$ cat src/rtl/rs_multi.sv
// rs_multi -- multi-entry reservation station with CDB wakeup, age-ordered
// select and ROB-range rollback.
//
// Ports:
//   clk, rst_n          clock (rising edge), asynchronous active-low reset
//   en                  stage enable; when low all state holds and nothing fires
//   dispatch_*          op write side; dispatch_ready = room, not rolling back
//   disp_*              op fields: dest tag, two source tags + ready, ROB slot, payload
//   cdb_valid/T_idx     NUM_CDB broadcast tags (port 0 in LSBs) for wakeup
//   rob_head_idx        oldest in-flight ROB slot, reference point for age
//   rollback_*          squash entries whose ROB slot lies in
//                       [rollback_idx, rollback_idx + rollback_diff] (mod NUM_ROB)
//   issue_*             oldest ready entry, presented combinationally
//   count               registered number of valid entries
module rs_multi #(
  parameter int NUM_ENTRY = 8,
  parameter int NUM_CDB   = 2,
  parameter int NUM_ROB   = 32,
  parameter int T_W       = 6,
  parameter int PAYLOAD_W = 64
) (
  input  logic                          clk,
  input  logic                          rst_n,
  input  logic                          en,
  input  logic                          dispatch_valid,
  output logic                          dispatch_ready,
  input  logic [T_W-1:0]                disp_T_idx,
  input  logic [T_W-1:0]                disp_T1_idx,
  input  logic [T_W-1:0]                disp_T2_idx,
  input  logic                          disp_T1_ready,
  input  logic                          disp_T2_ready,
  input  logic [$clog2(NUM_ROB)-1:0]    disp_ROB_idx,
  input  logic [PAYLOAD_W-1:0]          disp_payload,
  input  logic [NUM_CDB-1:0]            cdb_valid,
  input  logic [NUM_CDB*T_W-1:0]        cdb_T_idx,
  input  logic [$clog2(NUM_ROB)-1:0]    rob_head_idx,
  input  logic                          rollback_en,
  input  logic [$clog2(NUM_ROB)-1:0]    rollback_idx,
  input  logic [$clog2(NUM_ROB)-1:0]    rollback_diff,
  output logic                          issue_valid,
  input  logic                          issue_ready,
  output logic [T_W-1:0]                issue_T_idx,
  output logic [T_W-1:0]                issue_T1_idx,
  output logic [T_W-1:0]                issue_T2_idx,
  output logic [$clog2(NUM_ROB)-1:0]    issue_ROB_idx,
  output logic [PAYLOAD_W-1:0]          issue_payload,
  output logic [$clog2(NUM_ENTRY):0]    count
);

  localparam int RW = $clog2(NUM_ROB);
  localparam int IW = $clog2(NUM_ENTRY);
  localparam int CW = IW + 1;
  localparam logic [CW-1:0] FULL = CW'(NUM_ENTRY);

  typedef struct packed {
    logic [T_W-1:0]       t;
    logic [T_W-1:0]       t1;
    logic [T_W-1:0]       t2;
    logic [RW-1:0]        rob;
    logic [PAYLOAD_W-1:0] payload;
  } entry_t;

  // Control state (reset) and entry data (no reset) are kept apart.
  logic [NUM_ENTRY-1:0] valid_q, t1_rdy_q, t2_rdy_q;
  logic [CW-1:0]        count_q;
  entry_t               data_q [NUM_ENTRY];

  logic [NUM_ENTRY-1:0] valid_d, t1_rdy_d, t2_rdy_d;
  logic [CW-1:0]        count_d, squash_cnt;
  logic [NUM_ENTRY-1:0] t1_ok, t2_ok, squash, elig;
  logic [RW-1:0]        age [NUM_ENTRY];
  logic [RW-1:0]        best_age;
  logic [IW-1:0]        sel_idx, free_idx;
  logic                 any_elig, dispatch_fire, issue_fire;

  // True when any enabled CDB port broadcasts this tag this cycle.
  function automatic logic cdb_match(input logic [T_W-1:0] tag,
                                     input logic [NUM_CDB-1:0] v,
                                     input logic [NUM_CDB*T_W-1:0] tags);
    logic hit;
    hit = 1'b0;
    for (int k = 0; k < NUM_CDB; k++)
      if (v[k] && tags[k*T_W +: T_W] == tag) hit = 1'b1;
    return hit;
  endfunction

  // Wakeup, squash and eligibility per entry, then oldest-first select.
  always_comb begin
    // NOTE: every variable gets a default before any conditional update so no latch is inferred.
    any_elig   = 1'b0;
    best_age   = '0;
    sel_idx    = '0;
    free_idx   = '0;
    squash_cnt = '0;
    for (int i = 0; i < NUM_ENTRY; i++) begin
      t1_ok[i]  = t1_rdy_q[i] | (en & cdb_match(data_q[i].t1, cdb_valid, cdb_T_idx));
      t2_ok[i]  = t2_rdy_q[i] | (en & cdb_match(data_q[i].t2, cdb_valid, cdb_T_idx));
      squash[i] = en & rollback_en & valid_q[i] &
                  (RW'(data_q[i].rob - rollback_idx) <= rollback_diff);
      elig[i]   = valid_q[i] & t1_ok[i] & t2_ok[i] & ~squash[i];
      age[i]    = RW'(data_q[i].rob - rob_head_idx);
      if (elig[i] && (!any_elig || age[i] < best_age)) begin
        any_elig = 1'b1;
        best_age = age[i];
        sel_idx  = IW'(i);
      end
      if (squash[i]) squash_cnt = squash_cnt + CW'(1);
    end
    // Descending scan leaves the lowest-index free slot.
    for (int i = NUM_ENTRY - 1; i >= 0; i--)
      if (!valid_q[i]) free_idx = IW'(i);
  end

  assign dispatch_ready = en && !rollback_en && (count_q < FULL);
  assign dispatch_fire  = dispatch_valid && dispatch_ready;
  assign issue_valid    = en && any_elig;
  assign issue_fire     = issue_valid && issue_ready;

  // Next control state. Slots freed this cycle still read valid in valid_q,
  // so free_idx never points at them until the following cycle.
  always_comb begin
    valid_d  = valid_q & ~squash;
    t1_rdy_d = t1_ok;
    t2_rdy_d = t2_ok;
    if (issue_fire) valid_d[sel_idx] = 1'b0;
    if (dispatch_fire) begin
      valid_d[free_idx]  = 1'b1;
      t1_rdy_d[free_idx] = disp_T1_ready | cdb_match(disp_T1_idx, cdb_valid, cdb_T_idx);
      t2_rdy_d[free_idx] = disp_T2_ready | cdb_match(disp_T2_idx, cdb_valid, cdb_T_idx);
    end
    count_d = count_q + CW'(dispatch_fire) - CW'(issue_fire) - squash_cnt;
  end

  // NOTE: sequential state uses non-blocking assignments so all registers update together at the edge.
  always_ff @(posedge clk or negedge rst_n) begin
    if (!rst_n) begin
      valid_q  <= '0;
      t1_rdy_q <= '0;
      t2_rdy_q <= '0;
      count_q  <= '0;
    end else if (en) begin
      valid_q  <= valid_d;
      t1_rdy_q <= t1_rdy_d;
      t2_rdy_q <= t2_rdy_d;
      count_q  <= count_d;
    end
  end

  // NOTE: entry data is not reset; valid_q gates every use, so stale contents are never observed.
  always_ff @(posedge clk) begin
    if (dispatch_fire)
      data_q[free_idx] <= '{t: disp_T_idx, t1: disp_T1_idx, t2: disp_T2_idx,
                            rob: disp_ROB_idx, payload: disp_payload};
  end

  assign issue_T_idx   = data_q[sel_idx].t;
  assign issue_T1_idx  = data_q[sel_idx].t1;
  assign issue_T2_idx  = data_q[sel_idx].t2;
  assign issue_ROB_idx = data_q[sel_idx].rob;
  assign issue_payload = data_q[sel_idx].payload;
  assign count         = count_q;

endmodule

$ cat config.mk
export PLATFORM = sky130hd
export DESIGN_NAME = rs_multi
export DESIGN_NICKNAME = d
export VERILOG_FILES = /design/src/rtl/rs_multi.sv
export SDC_FILE = /design/constraint.sdc
export NUM_CORES = 1
export LEC_CHECK = 0
export ABC_AREA = 1
export CAP_MARGIN = 15
export CORE_MARGIN = 4
export CORE_UTILIZATION = 30
export DETAILED_ROUTE_END_ITERATION = 6
export PLACE_DENSITY_LB_ADDON = 0.1
export SYNTH_ARGS = -nofsm -noshare
export SYNTH_HDL_FRONTEND = slang
export SYNTH_SLANG_ARGS = --single-unit
$ cat constraint.sdc
create_clock -name clk -period 20.4 [get_ports clk]
set_clock_uncertainty 0.05 [all_clocks]
set_input_delay 4.08 -clock clk [delete_from_list [all_inputs] [get_ports clk]]
set_output_delay 4.08 -clock clk [all_outputs]
set_load 0.01 [all_outputs]
==> results of run 1 <==
-- final timing paths --
kind / startpoint / endpoint / slack (ns)
worst max-delay path: rollback_idx[1] / issue_payload[20] / 0.93
worst min-delay path: count[2]$_DFFE_PN0P_ / count[2]$_DFFE_PN0P_ / 0.47
worst max register to register: data_q[0][65]$_DFFE_PP_ / valid_q[4]$_DFFE_PN0P_ / 9.00
worst min register to register: count[2]$_DFFE_PN0P_ / count[2]$_DFFE_PN0P_ / 0.47
max in group asynchronous: rst_n / t2_rdy_q[6]$_DFFE_PN0P_ / 16.21
min in group asynchronous: rst_n / count[1]$_DFFE_PN0P_ / 3.75
-- logic make-up (layout without fill, tap and decap cells) --
family | after synthesis | after routing | share of synthesized area (%)
muxes | 1 | 1 | 0.02532
AOI/OAI and AO/OA | 355 | 355 | 5.536
and+or+nand+nor | 1858 | 1859 | 21.98
adders and majority gates | 161 | 161 | 5.457
DFF | 724 | 724 | 54.65
other | 0 | 4 | 0
xor gates and xnor gates | 111 | 111 | 2.460
buffers and inverters | 974 | 1353 | 9.892
-- worst register-to-register path, delay by kind of cell, from the launching register on --
family | cells | cell delay (ns)
xor gates and xnor gates | 1 | 0.08
adders and majority gates | 9 | 2.80
AOI/OAI and AO/OA | 20 | 2.62
and+or+nand+nor | 47 | 4.20
DFF | 1 | 0.52
buffers and inverters | 7 | 0.97
-- per-layer routing --
layer | global-route usage [%] | vias to the layer above | part of all wire (%)
li1 | - | 14620 | -
met1 | 25.80 | 14680 | 46
met2 | 30.46 | 782 | 47
met3 | 2.704 | 167 | 4.7
met4 | 5.550 | 8 | 2.5
met5 | 0 | - | 0.045
-- area by class of cell --
class | count | area, sq um | area share, %
Antenna cell | 4 | 10.01 | 0.02059
Clock buffer | 122 | 2392 | 4.921
Clock inverter | 32 | 302.8 | 0.6228
Inverter | 773 | 2904 | 5.974
Multi-Input combinational cell | 2487 | 14260 | 29.34
Sequential cell | 724 | 21600 | 44.43
Tap cell | 1742 | 2180 | 4.483
Timing Repair Buffer | 426 | 4962 | 10.21
-- registers in the layout (all words and copies together), names as in the netlist --
signal / flops
valid_q: 8
t2_rdy_q: 8
t1_rdy_q: 8
data_q: 696
count: 4
-- power groups by stage --
stage | clock, mW | sequential (mW) | combinational [mW]
2_1_floorplan | 0 | 1.73 | 0.495
5_1_grt | 1.60 | 1.70 | 1.07
4_1_cts | 1.54 | 1.70 | 0.940
3_5_place_dp | 0 | 1.73 | 0.933
3_3_place_gp | 0 | 1.73 | 0.936
6_report | 1.49 | 1.70 | 0.968
-- cells in the mapped netlist (23+ instances only) --
library cell and instances:
sky130_fd_sc_hd__dfrtp_1 28, sky130_fd_sc_hd__nand2_1 959, sky130_fd_sc_hd__clkbuf_1 58, sky130_fd_sc_hd__ha_1 142, sky130_fd_sc_hd__nand3b_1 225, sky130_fd_sc_hd__inv_1 747, sky130_fd_sc_hd__buf_4 23, sky130_fd_sc_hd__nand3_1 539
sky130_fd_sc_hd__edfxtp_1 696, sky130_fd_sc_hd__xor2_1 71, sky130_fd_sc_hd__o21ai_0 102, sky130_fd_sc_hd__xnor2_1 40, sky130_fd_sc_hd__o22ai_1 61, sky130_fd_sc_hd__a21oi_1 90, sky130_fd_sc_hd__buf_2 93, sky130_fd_sc_hd__nor2_1 67
-- what timing repair did --
| item | 4_1_cts | 5_1_grt |
|---|---|---|
| cloned | 0 | 20 |
| setup endpoints to repair | 87 | 87 |
| pin swaps | 0 | 8 |
| buffers inserted | 0 | 46 |
| gates resized for setup | 16 | 161 |
==> summary.md, run 1 <==
| Metric | Value |
|---|---|
| Status | completed |
| Final Routed Wirelength | 136.2 mm |
| Peak per-stage delay on the critical path | 0.55 ns |
| Antenna violation net count after detailed routing | 0 |
| Via count normalized by instance count | 4.794 |
| Area of the die | 137600 sq um |
| Average instance area after synthesis | 9.447 sq um |
| Number of port buffers | 216 |
| Sequential fraction of the synthesis area | 54.65% |
| Critical Path Slowest Stage Cell | sky130_fd_sc_hd__clkdlybuf4s50_1 |
| Area contributors post-synth | sky130_fd_sc_hd__edfxtp_1, sky130_fd_sc_hd__nand2_1, sky130_fd_sc_hd__inv_1 |
| GR Util All Layers | 18.69% |
| Number of buffers added to fix hold violations after cts | 0 |
| Vias in the first global route | 29080 |
| Yosys cell types | 51 |
| Site Rows | 132 |
| Number of storage elements in the synthesis netlist | 724 |
| Maximum vdd ir drop | 0.05140 mV |
| Combinational fraction of design power | between 20% and 30% |
| Worst-Skew Late Latency | 0.69 ns |
| Worst-case reg-to-reg path depth | 84 |
| Power per cell area | 85.53 nW/um^2 |
| Ratio of final minimum period to clock period | 95.46% |
| Clock tree root buffer cell | sky130_fd_sc_hd__clkbuf_16 |
| Die outline width | about 370 um |
| Share of the synthesized area in the top cell type | 52.88% |
| Levels on crit path | a little under 90 |
| Accumulated negative setup slack | 0 ns |
| Netlist area before placement | 39530 sq um |
| Hold WS | 0.4676 ns |
| Maximum number of pins on one net before global-route repair | 123 |
| Post-DP Area | 44590 sq um |
| Cell accounting for the most synthesized area | sky130_fd_sc_hd__edfxtp_1 |
| TritonCTS clock tree | built |
| Number of flops mapped to enable cells by yosys | 696 |
| Kind of launch point of the worst setup path | input pin |
| Core area | roughly 130000 sq um |
| Worst min path class | register to register |
| Switching power summed over all nets | around 1.2 mW |
| Clock-pin slew of the registers on the worst-case setup and hold paths | 0.06 ns |
| Last weighted congestion value of the routability-driven placer | approximately 0.85 |
| Final cell count without fillers | ~6300 |
| Max-capacitance violation count | 0 |
| Crit path max fanout | 12 |
| Number of placed cells counting well taps | approximately 6100 |
| Overall power consumption | 4.158 mW |
| Vias | 30250 |
| Data required time of the worst path | 16.27 ns |
| Cells on Worst Hold Path | 2 |
| Type of destination of the critical path | output pin |
| Signed area change from the synthesized netlist to the final layout | 22.99% |
| Setup WS post-layout | 0.9257 ns |
| Most common cell type on the critical path | sky130_fd_sc_hd__nand2_1 |
| Top cell family by delay on the critical path | simple AND/OR/NAND/NOR gates |
| Share of total power in sequential cells | 40.8% |
| Period minus WS final | 19.47 ns |
| WL/cell | 21.59 um |
| Max Root-Sink Buffers | 3 |
| Most common flop cell mapped by yosys | sky130_fd_sc_hd__edfxtp_1 |
| Fraction of final layout cells with drive strength greater than 1 | 9.071% |
| Count of pins on the block boundary | roughly 220 |
| Setup-failing EPs final | 0 |
| Starting DRT DRC Count | 2165 |
| Cell Int Power | 2.915 mW |
| Max-Slew Margin vs Limit | 29.13% |
| Switching part of the total power | 29.90% |
| Count of endpoints failing hold in the final timing report | 0 |
| Maximum frequency from static timing analysis | between 50 and 60 MHz |
| Number of detailed-routing iterations run before antenna repair | 5 |
| Summed area of non-filler cells in the final layout | ~49000 sq um |
| Remaining routing DRC violations | 0 |
| Number of standard cells after synthesis | 4184 |
| Net Count, Synth | 4469 |
| Leftover overflow at the end of global routing | 0 |
| Final nets | 4785 |
| Most common library cell in the layout ignoring fill and taps | sky130_fd_sc_hd__nand2_1 |
| Critical path type | input pin to output pin |
| Most frequent cells in the layout | sky130_fd_sc_hd__nand2_1, sky130_fd_sc_hd__inv_1, sky130_fd_sc_hd__edfxtp_1 |
| Number of H-tree branching levels | 3 |
| WP buf/inv | 10 |
| Leak | 20.99 nW |
| Share of synthesized flip-flops with an asynchronous set or reset | 3.867% |
| Final core utilization | 37.35% |
| Transition at the pin with the smallest max-transition slack | 1.063 ns |
| Height of the chip | between 300 and 400 um |
| Effective utilization at floorplan | 30.37% |
| Warnings, synthesis | 0 |
| Clock power frac | 35.9% |
| Detailed placer's ending HPWL | 81.66 mm |
| Fin. max-slew vios | 0 |
| Wire length of the first global-routing pass | 192.6 mm |
| Antenna violations before repair | 16 |
| Data arrival, critical path | 15.34 ns |
| Post-Place Setup Slack | -0.4175 ns |
| Filler cells | 13210 |
| # clock sinks | 724 |
| Total clock buffers created by CTS | 88 |
No activity file was read; power rests on OpenSTA's default activity.
==> run 2: changes to the inputs <==
Settings changed: ABC_AREA 1 to unset.
==> summary.md, run 2 <==
| Metric | Value |
|---|---|
| Status | finished with violations |
| Violations in the final reports | setup timing |
| Number of buffers added to fix hold violations after cts | 0 |
| Height of the chip | 361.8 um |
| Power per cell area | between 70 and 80 nW/um^2 |
| Most frequent cell after synthesis | sky130_fd_sc_hd__edfxtp_1 |
| Total clock buffers created by CTS | 87 |
| Via count normalized by instance count | 5.173 |
| Yosys cell types | 90 |
| Number of flip-flops in the largest register | 696 |
| Worst-case reg-to-reg path depth | 84 |
| Signed area change from the synthesized netlist to the final layout | 36.10% |
| Antenna violation net count after detailed routing | 0 |
| Cells on Worst Hold Path | 1 |
| Number of storage elements in the synthesis netlist | 724 |
| Ratio of final minimum period to clock period | 106.4% |
| Reg with most FFs | data_q |
| Data arrival, critical path | 17.58 ns |
| Starting DRT DRC Count | between 1500 and 2000 |
| Detailed placer's ending HPWL | 81.26 mm |
| WL/cell | 25.97 um |
| Type of destination of the critical path | output pin |
| Crit path max fanout | 8 |
| Core area | 124000 sq um |
| Critical R2R Capture | valid_q[1]$_DFFE_PN0P_ |
| # clock sinks | 724 |
| Leak | around 19 nW |
| Vias | 26620 |
| Reg2Reg Setup Slack | around 6.6 ns |
| TritonCTS clock tree | built |
| Kind of launch point of the worst setup path | input pin |
| Reg2Reg Launch Point | data_q[0][65]$_DFFE_PP_ |
| Number of detailed-routing iterations run before antenna repair | 6 |
| GR Util All Layers | 19.60% |
| Most common flop cell mapped by yosys | sky130_fd_sc_hd__edfxtp_1 |
| Sequential fraction of the synthesis area | 57.52% |
| Worst-Skew Late Latency | around 0.68 ns |
| Number of port buffers | ~220 |
| Max Root-Sink Buffers | 3 |
| Count of pins on the block boundary | around 220 |
| Share of the synthesized area in the top cell type | 55.65% |
| Die outline width | 361.8 um |
| Critical path type | input pin to output pin |
| Maximum number of pins on one net before global-route repair | 93 |
| Netlist area before placement | 37550 sq um |
| Worst min path class | register to register |
| Vias in the first global route | 27730 |
| Transition at the pin with the smallest max-transition slack | 1.241 ns |
| End point of the worst hold path | count[3]$_DFFE_PN0P_ |
| Remaining routing DRC violations | 0 |
| Warnings, synthesis | 0 |
| Max-Slew Margin vs Limit | between 10% and 20% |
| Average instance area after synthesis | 13.26 sq um |
| Maximum vdd ir drop | 0.05374 mV |
| Share of synthesized flip-flops with an asynchronous set or reset | 3.867% |
| Period minus WS final | 21.71 ns |
| Worst min-delay path startpoint | count[3]$_DFFE_PN0P_ |
| Count of endpoints failing hold in the final timing report | 0 |
| Fin. max-slew vios | 0 |
| Wire length of the first global-routing pass | 191.1 mm |
| RSZ-0062 raised after global routing | yes |
| Number of standard cells after synthesis | 2833 |
| Clock-pin slew of the registers on the worst-case setup and hold paths | 0.06 ns |
| Setup WS post-layout | -1.307 ns |
| Site Rows | 129 |
| Number of flops mapped to enable cells by yosys | 696 |
| Clock tree root buffer cell | sky130_fd_sc_hd__clkbuf_16 |
| Most common cell type on the critical path | sky130_fd_sc_hd__a21o_1 |
| Fraction of final layout cells with drive strength greater than 1 | about a third |
| Accumulated negative setup slack | -104.55 ns |
| Number of H-tree branching levels | 3 |
| Most common library cell in the layout ignoring fill and taps | sky130_fd_sc_hd__edfxtp_1 |
| Final Routed Wirelength | 133.7 mm |
| Area of the die | approximately 130000 sq um |
| Area contributors post-synth | sky130_fd_sc_hd__edfxtp_1, sky130_fd_sc_hd__ha_1, sky130_fd_sc_hd__mux2i_1 |
| Data required time of the worst path | about 16 ns |
| Effective utilization at floorplan | 30.30% |
| Last weighted congestion value of the routability-driven placer | 0.8139 |
| Final nets | ~3700 |
| Cell accounting for the most synthesized area | sky130_fd_sc_hd__edfxtp_1 |
| Peak per-stage delay on the critical path | 0.57 ns |
| Setup-failing EPs final | 87 |
| Antenna violations before repair | 10 |
| Most frequent cells in the layout | sky130_fd_sc_hd__edfxtp_1, sky130_fd_sc_hd__buf_4, sky130_fd_sc_hd__xnor2_1 |
| Filler cells | roughly 12000 |
| Critical Path Slowest Stage Cell | sky130_fd_sc_hd__a2111oi_0 |
| Net Count, Synth | 3118 |
| Maximum frequency from static timing analysis | 46.07 MHz |
| Overall power consumption | 4.024 mW |
| Most common library cells after synthesis | sky130_fd_sc_hd__edfxtp_1, sky130_fd_sc_hd__xnor2_1, sky130_fd_sc_hd__mux2i_1 |
| Max-capacitance violation count | 0 |
| Leftover overflow at the end of global routing | 0 |
## run 2: cell count changes after synthesis, sizes merged, moves of 63 or more
| cell | change |
|---|---|
| inv | -598 |
| nand2 | -800 |
| a21oi | +63 |
| nand3 | -520 |
| a31oi | +88 |
| a2111oi | +79 |
| a211oi | +75 |
| o21ai | -79 |
| xnor2 | +136 |
| nand3b | -223 |
| mux2i | +173 |
| and2 | +83 |
## run 2: power breakdown
group,switching [mW],leakage [nW],internal (mW),total (mW)
combinational,0.431,10.8,0.396,0.827
sequential,0.0228,6.61,1.67,1.69
clock,0.638,1.32,0.865,1.50
## run 2: repair_timing
| item | CTS | global route |
|---|---|---|
| pin swaps | 162 | 105 |
| cloned | 28 | 18 |
| endpoints found under the setup margin | 87 | 87 |
| gates resized for setup | 670 | 182 |
| setup buffers | 100 | 45 |
## run 2: metal layers
| metal | share of wire [%] | routed length (um) | global-route usage [%] | vias to the layer above |
|---|---|---|---|---|
| met3 | 5.4 | 7233 | 3.555 | 185 |
| met2 | 48 | 63560 | 32.50 | 708 |
| li1 | - | - | - | 12100 |
| met5 | 0.052 | 69 | 0 | - |
| met1 | 45 | 59840 | 26.60 | 13620 |
| met4 | 2.2 | 2976 | 4.942 | 10 |
## run 2: worst max-delay path by stage
stage,to,slack [ns],depth (start not counted),start
floorplan,issue_payload[48],-1.08,86,rollback_idx[1]
global placement,issue_payload[58],-2.47,84,rollback_idx[0]
detailed placement,issue_T1_idx[2],-2.64,82,rollback_idx[0]
CTS,issue_payload[18],-1.55,86,rollback_idx[0]
global route,issue_payload[2],-2.18,88,rollback_idx[0]
finish,issue_payload[32],-1.31,87,rollback_idx[0]
## run 2: metrics by stage
stage	hold WS (ns)	instance area, sq um	std cells	setup slack, ns	utilization [%]
final	0.4491	51110	5147	-1.307	41.23
after global routing	0.4616	51100	5143	-2.177	41.23
after CTS	0.4557	49750	5090	-1.555	40.13
after detailed placement	0.4448	44350	4805	-2.644	35.78
after global placement	0.4425	44350	4805	-2.469	35.78
after floorplan	0.4612	38190	2833	-1.076	-
## run 2: final cells by class
class | instances | area [sq um] | area share, %
clock inverters | 53 | 446.7 | 0.8739
repair buffers | 696 | 7511 | 14.69
inverters | 161 | 620.6 | 1.214
well taps | 1637 | 2048 | 4.007
flip-flops and latches | 724 | 21600 | 42.26
diodes | 5 | 12.51 | 0.02448
multi-input cells | 1764 | 16580 | 32.43
clock buffers | 107 | 2295 | 4.489
## run 2: cells by family (layout without fill, tap and decap cells)
| family | Yosys count | in the layout | synth area share, % |
|---|---|---|---|
| DFF | 724 | 724 | 57.52 |
| muxes | 197 | 197 | 5.327 |
| AOI/OAI and AO/OA | 678 | 679 | 14.04 |
| adders and majority gates | 161 | 161 | 5.744 |
| other | 0 | 5 | 0 |
| xor gates and xnor gates | 296 | 296 | 6.943 |
| buffers and inverters | 346 | 1017 | 4.501 |
| and+or+nand+nor | 431 | 431 | 5.927 |
## run 2: worst max-delay path: cells and delay by family
| kind | cells | cell delay (ns) |
|---|---|---|
| and+or+nand+nor | 18 | 2.16 |
| AOI/OAI and AO/OA | 44 | 6.43 |
| buffers and inverters | 11 | 1.40 |
| adders and majority gates | 10 | 2.36 |
| muxes | 3 | 1.00 |
| xor gates and xnor gates | 1 | 0.12 |
